### src/rtl/shift_reg_univ_pkg.sv
// Shared encodings for the universal shift register: operation modes, sequencer
// states, per-bit cell selects and default sizing.
package shift_pkg;

    typedef enum logic [2:0] {
        MODE_HOLD = 3'b000,
        MODE_LOAD = 3'b001,
        MODE_SHL  = 3'b010,
        MODE_SHR  = 3'b011,
        MODE_ROL  = 3'b100,
        MODE_ROR  = 3'b101,
        MODE_ASR  = 3'b110,
        MODE_CLR  = 3'b111
    } mode_e;

    typedef enum logic {
        ST_IDLE = 1'b0,
        ST_RUN  = 1'b1
    } state_e;

    // FROM_LO takes the lower-index neighbour (left shift), FROM_HI the upper one.
    typedef enum logic [1:0] {
        CELL_HOLD    = 2'b00,
        CELL_LOAD    = 2'b01,
        CELL_FROM_LO = 2'b10,
        CELL_FROM_HI = 2'b11
    } cell_sel_e;

    localparam int DEF_WIDTH = 8;
    localparam int DEF_AMT_W = 4;

    function automatic logic is_shift(mode_e m);
        return (m == MODE_SHL) || (m == MODE_SHR) || (m == MODE_ROL) ||
               (m == MODE_ROR) || (m == MODE_ASR);
    endfunction

endpackage

### src/rtl/shift_reg_univ_if.sv
// Control/data bundle between a requester and the universal shift register.
interface shift_reg_univ_if
    import shift_pkg::*;
#(
    parameter int WIDTH = DEF_WIDTH,
    parameter int AMT_W = DEF_AMT_W
);
    mode_e              mode;
    logic [WIDTH-1:0]   d;
    logic               sin_l;
    logic               sin_r;
    logic               start;
    logic [AMT_W-1:0]   amount;
    logic [WIDTH-1:0]   s1;
    logic [WIDTH-1:0]   s2;
    logic               sout_l;
    logic               sout_r;
    logic               busy;
    logic               done;

    modport master (
        output mode, d, sin_l, sin_r, start, amount,
        input  s1, s2, sout_l, sout_r, busy, done
    );

    modport slave (
        input  mode, d, sin_l, sin_r, start, amount,
        output s1, s2, sout_l, sout_r, busy, done
    );
endinterface

### src/rtl/shift_reg_univ_cell.sv
// One storage bit: next-value mux (hold/load/neighbours) with clear priority,
// feeding a flip-flop with active-low asynchronous clear.
module shift_cell
    import shift_pkg::*;
(
    input  logic      clk,
    input  logic      rst_n,
    input  cell_sel_e sel_i,
    input  logic      clr_i,
    input  logic      load_i,
    input  logic      from_lo_i,
    input  logic      from_hi_i,
    output logic      q_o
);
    logic q_q;
    logic q_d;

    always_comb begin
        q_d = q_q;
        case (sel_i)
            CELL_HOLD:    q_d = q_q;
            CELL_LOAD:    q_d = load_i;
            CELL_FROM_LO: q_d = from_lo_i;
            CELL_FROM_HI: q_d = from_hi_i;
            default:      q_d = q_q;
        endcase
        if (clr_i) begin
            q_d = 1'b0;
        end
    end

    always_ff @(posedge clk or negedge rst_n) begin
        if (!rst_n) begin
            q_q <= 1'b0;
        end else begin
            q_q <= q_d;
        end
    end

    assign q_o = q_q;
endmodule

### src/rtl/shift_reg_univ.sv
// Universal shift register: per-bit cells plus end-bit feed selection and a
// "shift by N" sequencer with busy/done handshake. reset is active-low, async.
module shift_reg_univ
    import shift_pkg::*;
#(
    parameter int WIDTH = DEF_WIDTH,
    parameter int AMT_W = DEF_AMT_W
) (
    input  logic             clk,
    input  logic             reset,
    shift_reg_univ_if.slave  bus
);
    state_e           state_q, state_d;
    logic [AMT_W-1:0] cnt_q, cnt_d;
    mode_e            op_q, op_d;
    logic             done_q, done_d;

    logic [WIDTH-1:0] q;
    mode_e            eff_op;
    cell_sel_e        sel;
    logic             clr;
    logic             lo_in;
    logic             hi_in;

    always_ff @(posedge clk or negedge reset) begin
        if (!reset) begin
            state_q <= ST_IDLE;
            cnt_q   <= '0;
            op_q    <= MODE_HOLD;
            done_q  <= 1'b0;
        end else begin
            state_q <= state_d;
            cnt_q   <= cnt_d;
            op_q    <= op_d;
            done_q  <= done_d;
        end
    end

    // A zero-length request completes at once: stay idle and pulse done.
    always_comb begin
        state_d = state_q;
        cnt_d   = cnt_q;
        op_d    = op_q;
        done_d  = 1'b0;
        case (state_q)
            ST_IDLE: begin
                if (bus.start && is_shift(bus.mode)) begin
                    op_d  = bus.mode;
                    cnt_d = bus.amount;
                    if (bus.amount == '0) begin
                        done_d = 1'b1;
                    end else begin
                        state_d = ST_RUN;
                    end
                end
            end
            ST_RUN: begin
                cnt_d = cnt_q - AMT_W'(1);
                if (cnt_q == AMT_W'(1)) begin
                    state_d = ST_IDLE;
                    done_d  = 1'b1;
                end
            end
            default: state_d = ST_IDLE;
        endcase
    end

    always_comb begin
        eff_op = bus.mode;
        if (state_q == ST_RUN) begin
            eff_op = op_q;
        end else if (bus.start && is_shift(bus.mode)) begin
            eff_op = MODE_HOLD;
        end

        sel   = CELL_HOLD;
        clr   = 1'b0;
        lo_in = 1'b0;
        hi_in = 1'b0;
        case (eff_op)
            MODE_HOLD: sel = CELL_HOLD;
            MODE_LOAD: sel = CELL_LOAD;
            MODE_CLR:  clr = 1'b1;
            MODE_SHL: begin sel = CELL_FROM_LO; lo_in = bus.sin_r;    end
            MODE_ROL: begin sel = CELL_FROM_LO; lo_in = q[WIDTH-1];   end
            MODE_SHR: begin sel = CELL_FROM_HI; hi_in = bus.sin_l;    end
            MODE_ROR: begin sel = CELL_FROM_HI; hi_in = q[0];         end
            MODE_ASR: begin sel = CELL_FROM_HI; hi_in = q[WIDTH-1];   end
            default:  sel = CELL_HOLD;
        endcase
    end

    for (genvar i = 0; i < WIDTH; i++) begin : g_bit
        logic from_lo;
        logic from_hi;
        if (i == 0) begin : g_lo_end
            assign from_lo = lo_in;
        end else begin : g_lo_mid
            assign from_lo = q[i-1];
        end
        if (i == WIDTH-1) begin : g_hi_end
            assign from_hi = hi_in;
        end else begin : g_hi_mid
            assign from_hi = q[i+1];
        end
        shift_cell u_cell (
            .clk       (clk),
            .rst_n     (reset),
            .sel_i     (sel),
            .clr_i     (clr),
            .load_i    (bus.d[i]),
            .from_lo_i (from_lo),
            .from_hi_i (from_hi),
            .q_o       (q[i])
        );
    end

    assign bus.s1     = q;
    assign bus.s2     = ~q;
    assign bus.sout_l = q[WIDTH-1];
    assign bus.sout_r = q[0];
    assign bus.busy   = (state_q == ST_RUN);
    assign bus.done   = done_q;
endmodule

### src/flat_wrapper.sv
// flat-port wrapper written by rule: the top's interface ports become plain ports
module shift_reg_univ_flat import shift_pkg::*;
#(
    parameter int WIDTH = DEF_WIDTH,
    parameter int AMT_W = DEF_AMT_W
)
  (clk, reset, bus_mode, bus_d, bus_sin_l, bus_sin_r, bus_start, bus_amount, bus_s1, bus_s2, bus_sout_l, bus_sout_r, bus_busy, bus_done);
  shift_reg_univ_if #(.WIDTH(WIDTH), .AMT_W(AMT_W)) bus_i ();
  input  logic clk;
  input  logic reset;
  input wire logic [$bits(bus_i.mode)-1:0] bus_mode;
  input wire logic [$bits(bus_i.d)-1:0] bus_d;
  input wire logic [$bits(bus_i.sin_l)-1:0] bus_sin_l;
  input wire logic [$bits(bus_i.sin_r)-1:0] bus_sin_r;
  input wire logic [$bits(bus_i.start)-1:0] bus_start;
  input wire logic [$bits(bus_i.amount)-1:0] bus_amount;
  output wire logic [$bits(bus_i.s1)-1:0] bus_s1;
  output wire logic [$bits(bus_i.s2)-1:0] bus_s2;
  output wire logic [$bits(bus_i.sout_l)-1:0] bus_sout_l;
  output wire logic [$bits(bus_i.sout_r)-1:0] bus_sout_r;
  output wire logic [$bits(bus_i.busy)-1:0] bus_busy;
  output wire logic [$bits(bus_i.done)-1:0] bus_done;
  assign bus_i.mode = bus_mode;
  assign bus_i.d = bus_d;
  assign bus_i.sin_l = bus_sin_l;
  assign bus_i.sin_r = bus_sin_r;
  assign bus_i.start = bus_start;
  assign bus_i.amount = bus_amount;
  assign bus_s1 = bus_i.s1;
  assign bus_s2 = bus_i.s2;
  assign bus_sout_l = bus_i.sout_l;
  assign bus_sout_r = bus_i.sout_r;
  assign bus_busy = bus_i.busy;
  assign bus_done = bus_i.done;
  shift_reg_univ #(.WIDTH(WIDTH), .AMT_W(AMT_W)) u_core (.clk(clk), .reset(reset), .bus(bus_i));
endmodule
### config.mk
export PLATFORM = sky130hd
export DESIGN_NAME = shift_reg_univ_flat
export DESIGN_NICKNAME = d
export VERILOG_FILES = /design/src/rtl/shift_reg_univ_pkg.sv /design/src/rtl/shift_reg_univ_if.sv /design/src/rtl/shift_reg_univ_cell.sv /design/src/rtl/shift_reg_univ.sv /design/src/flat_wrapper.sv
export SDC_FILE = /design/constraint.sdc
export NUM_CORES = 1
export LEC_CHECK = 0
export CAP_MARGIN = 5
export CORE_MARGIN = 2
export CORE_UTILIZATION = 48
export DETAILED_ROUTE_END_ITERATION = 12
export GPL_TIMING_DRIVEN = 0
export PLACE_DENSITY = 0.9
export SLEW_MARGIN = 20
export SYNTH_ARGS = -nofsm -noshare
export SYNTH_HDL_FRONTEND = slang
export SYNTH_SLANG_ARGS = --single-unit
### constraint.sdc
create_clock -name clk -period 3.2 [get_ports clk]
set_clock_uncertainty 0.1 [all_clocks]
set_input_delay 0.32 -clock clk [delete_from_list [all_inputs] [get_ports clk]]
set_output_delay 0.32 -clock clk [all_outputs]
set_load 0.1 [all_outputs]
; ---- After elaboration in Yosys (flattened, before gate mapping)
; Cells that the tools add are included.
[totals]
register_bits = 17
in_bits = 20
out_inout_bits = 20
[classes]
addsub = 1
eq_ne = 19
muxes = 32
bitwise = 2
n_reduce_logical = 11
[ops]
columns = operator, n
row1 = 1-bit case mux with 3 select lines, 9
row2 = 3-bit == test (second input constant), 7
row3 = 1-bit 2-to-1 mux, 15
row4 = 3-bit by 2-bit == test with 1-bit output (second input constant), 4
row5 = 8-bit inverter, 1
row6 = 4-bit case mux with 2 select lines, 1
row7 = 3-bit 2-to-1 mux, 2
row8 = 1-bit case mux with 2 select lines, 3
row9 = 2-bit case mux with 3 select lines, 1
row10 = 2-bit == test (second input constant), 2
row11 = 4-bit by 1-bit == test with 1-bit output (second input constant), 1
row12 = 4-bit logical NOT, 1
row13 = 1-bit logical OR, 4
row14 = 4-bit 2-to-1 mux, 1
row15 = 2-bit by 1-bit != test with 1-bit output (second input constant), 2
row16 = 2-bit AND reduction, 2
row17 = 4-bit by 1-bit subtractor with 4-bit output (second input constant), 1
row18 = 3-bit by 1-bit == test with 1-bit output (second input constant), 1
row19 = 3-bit by 2-bit != test with 1-bit output (second input constant), 1
row20 = 3-bit OR reduction, 1
row21 = 2-bit by 1-bit == test with 1-bit output (second input constant), 1
row22 = 2-bit logical NOT, 1
row23 = 2-bit OR reduction, 1
row24 = 1-bit logical AND, 1
row25 = 1-bit inverter, 1

; ---- Logic depth before layout (Yosys ltp)
[depth]
word_depth = 14
depth_mapped = 7
mapped_depth_nobuf = 5

; ---- Cells and area by module
; From an unflattened synthesis, not the netlist that was laid out.
[hier_totals]
hier_cells = 103
hier_area_um2 = 1232.4
[modules_own_cells]
columns = mod, n_inst, cells_per_inst, area_per_inst_um2, seq_area_each_um2
row1 = shift_reg_univ, 1, 79, 742.0, 225.2
row2 = shift_cell, 8, 3, 61.3, 25.0

; ---- Worst setup path before layout
; OpenSTA, ideal clock, no wires.
[synth_path]
path_type = reg2reg
from = reg u_core.state_q, in the netlist u_core.bus.busy
to = reg u_core.g_bit[0].u_cell.q_q
setup_time_ps = 94
t_arrival_ps = 2306
setup_slack_ps = 700
path_stages_with_launch = 7
path_buffers = 1
cell_sequence = dfrtp_1 > buf_4 > inv_1 > a31oi_2 > nor4_1 > a211o_1 > a221oi_2
[synth_between]
elab_chain_cells = 7
elab_cells_between_ends = 20
cone_classes = 11 x eq/ne / 6 x mux / 3 x reduce/logical
[synth_rtl]
columns = item, line
row1 = from (decl), shift_reg_univ.sv:13  ; state_e state_q, state_d;
row2 = from (signal assigned), shift_reg_univ.sv:32  ; state_q <= state_d;
row3 = 3-bit 2-to-1 mux *, shift_reg_univ.sv:70  ; if (state_q == ST_RUN) begin
row4 = 3-bit by 2-bit == test with 1-bit output or 3-bit == test (tied branches), shift_reg_univ.sv:80  ; case (eff_op)
row5 = 3-bit OR reduction (no line) or 2-bit OR reduction (tied branches), --
row6 = 2-bit case mux with 3 select lines, shift_reg_univ.sv:80
row7 = 2-bit == test or 2-bit by 1-bit == test with 1-bit output (tied branches), shift_reg_univ_cell.sv:20  ; case (sel_i)
row8 = 1-bit case mux with 3 select lines, shift_reg_univ_cell.sv:20
row9 = 1-bit 2-to-1 mux, shift_reg_univ_cell.sv:27  ; if (clr_i) begin
row10 = to (signal assigned), shift_reg_univ_cell.sv:36  ; q_q <= q_d;
row11 = to (decl), shift_reg_univ_cell.sv:15  ; logic q_q;
; Every way passes the cells marked *; elsewhere a longest branch is shown, timed or not.
; A chain may end at the register's enable or synchronous reset.

; ---- Final worst setup path
[layout_path]
from = reg u_core.g_bit[7].u_cell.q_q
to = out bus_s1[7]
[layout_lines]
columns = item, line
row1 = from (decl), shift_reg_univ_cell.sv:15
row2 = from (signal assigned), shift_reg_univ_cell.sv:36
row3 = to (decl), flat_wrapper.sv:17  ; output wire logic [$bits(bus_i.s1)-1:0] bus_s1;
; No word-level cell between the ends.

==> reports/metrics.csv <==
metric;value;unit
outcome;finished, final reports clean;
startpoint_type;register;
die_x;53.66;um
yosysTopAreaCell;dfrtp_1;
netlist_area;0.001184;sq mm
syn_inst;137;
grt_pass1_wl;4574;um
cts.htree.levels;1;
grt_max_degree;18;
max_clock_freq;0.3995;GHz
drtPass1Iterations;4;
drive_gt1_frac;0.1444;
max_stage_delay;1.12;ns
grt_usage;0.2127;
critPathBufInv;2;
worstPathMaxFanout;8;
yosysUniqueCellTypes;35;
fill_cells;172;
drt_iter0_drc;30;
cts_hold_buf;0;
start_util;0.5201;
worstSkewPairLatency;0.29;ns
wl_per_cell;13.54;um
core_area;0.002276;sq mm
synthFlopType;dfrtp_1;
yosys.area.top_type_share;0.3594;
period_needed;2.503;ns
vias;1204;
ys_seq_elements;17;
tightest_slew;0.9694;ns
hold_viol_final;0;
clk_pin_slew;0.11;ns
die_h;53.66;um
yosys_warnings;0;
cts_tree;yes;
crit_chain;buf_4, clkdlybuf4s50_1;
post-cts-setup-buffers;0;
gr-total-overflow;0;
via_per_inst;5.788;
critical_path_arrival;2.08;ns
grt_antenna_before_repair;0;
period_share;0.7823;
root_buffer;clkbuf_4;
insertedDiodeCount;0;
syn_avg_cell_area;8.640;sq um
drv_cap;0;
cp_slowest_cell;clkdlybuf4s50_1;
drc;0;
area_growth;38.27;%
maxSlewHeadroom;0.3517;
synth_nets;159;
grt_pass1_vias;1135;
finalSetupViolCount;0;
ys_seq_area_frac;0.3594;
fin_util;0.7191;
cts_resized;0;
tns;0;ns
clockBufferDepth;2;
dp_hpwl;2238;um
min_path_type;in2async;
num_rows;17;
nets;203;
wirelength;2816;um
worstPathRequired;2.78;ns
worstSetupPathType;reg2out;
synth-async-reset-ratio;1.000;
gp_congestion;0.8246;
path_delay_family;buffers and inverters;
numPortBuffers;39;
final_antenna_net_count;0;
endpoint_kind;primary output;
synthTopCellsByArea;dfrtp_1 36%, a21oi_1 7.6%, buf_4 6.3%;
slew_viol_final;0;
grt_setup_unrepaired;false;
die_area;0.002879;sq mm
pin_count;40;
cts_made_buffers;3;
synth_edf_count;0;
cts.sinks;17;
[synthesized netlist by cell type, types with 2 or more instances]
master,number
o21ai_0,3
nand2b_1,3
xor2_1,3
dfrtp_1,17
nor3_1,4
a21oi_1,18
inv_1,11
mux2i_1,3
o221ai_1,6
a211o_1,3
o21ai_1,2
a21boi_1,2
buf_4,10
nand2_1,12
nand3_1,2
ha_1,2
nor2_1,13
mux2_2,5
o21a_1,2
[registers in the layout, indices dropped and copies added, names as in the netlist]
name and flops:
u_core.bus.done 1, u_core.op_q 3, u_core.bus.busy 1, u_core.g_bit.u_cell.q_o 8, u_core.cnt_q 4
[final cells by class]
type / instances / area [sq um] / area share
Buffer: 11 / 80.08 / 0.04893
Clock buffer: 3 / 22.52 / 0.01376
Clock inverter: 1 / 5.005 / 0.003058
Inverter: 11 / 41.29 / 0.02523
Multi-Input combinational cell: 98 / 636.9 / 0.3891
Sequential cell: 17 / 425.4 / 0.2599
Tap cell: 28 / 35.03 / 0.02141
Timing Repair Buffer: 39 / 390.4 / 0.2385
[metrics by stage]
stage	setup WS [ns]	area, sq um	hold WS, ns	std cells
2_1_floorplan	0.7002	1184	-0.07559	137
3_3_place_gp	0.8875	1609	0.3935	204
3_5_place_dp	0.8496	1609	0.4029	204
4_1_cts	0.6915	1637	0.3891	208
5_1_grt	0.6241	1637	0.4163	208
6_report	0.6967	1637	0.3710	208
[kinds of logic after synthesis]
group,Yosys count,share of synthesized area
flops,17,0.3594
fa+ha+maj,2,0.02114
simple gates,38,0.1491
mux,8,0.07294
buf+inv,22,0.1025
compound gates,46,0.2653
xor+xnor,4,0.02960
[worst paths after layout]
check	startpoint	end	slack [ns]	cells past startpoint
setup / recovery	u_core.g_bit[7].u_cell.q_o$_DFFE_PN0P_	bus_s1[7]	0.70	2
hold / removal	reset	u_core.g_bit[4].u_cell.q_o$_DFFE_PN0P_	0.37	1
setup reg to reg	u_core.bus.busy$_DFF_PN0_	u_core.g_bit[0].u_cell.q_o$_DFFE_PN0P_	1.17	6
hold reg to reg	u_core.op_q[2]$_DFFE_PN0P_	u_core.op_q[2]$_DFFE_PN0P_	0.43	1
max in group asynchronous	reset	u_core.op_q[0]$_DFFE_PN0P_	2.14	1
min in group clk	u_core.op_q[2]$_DFFE_PN0P_	u_core.op_q[2]$_DFFE_PN0P_	0.43	1
[layer usage]
metal | vias to the layer above | share of wire | track usage
met5 | - | 0 | 0
met4 | 0 | 0.0050 | 0.07265
met3 | 4 | 0.075 | 0.04167
met2 | 55 | 0.52 | 0.4136
met1 | 564 | 0.40 | 0.2250
li1 | 581 | - | -
[cells in the final DEF (no fill, tap or decap), types with 2 or more instances in the layout]
cell type	instances
nand2_1	12
mux2i_1	3
dfrtp_1	17
nor3_1	4
ha_1	2
mux2_2	5
nor2_1	13
a21boi_1	2
clkbuf_4	3
clkdlybuf4s50_1	39
xor2_1	3
o21ai_0	3
a211o_1	3
nand2b_1	3
nand3_1	2
a21oi_1	18
o21a_1	2
o221ai_1	6
buf_4	10
o21ai_1	2
inv_1	11
Power is left out: the tool's default activity adds up to more than one toggle a clock period on the data nets, which glitch-free logic cannot reach.
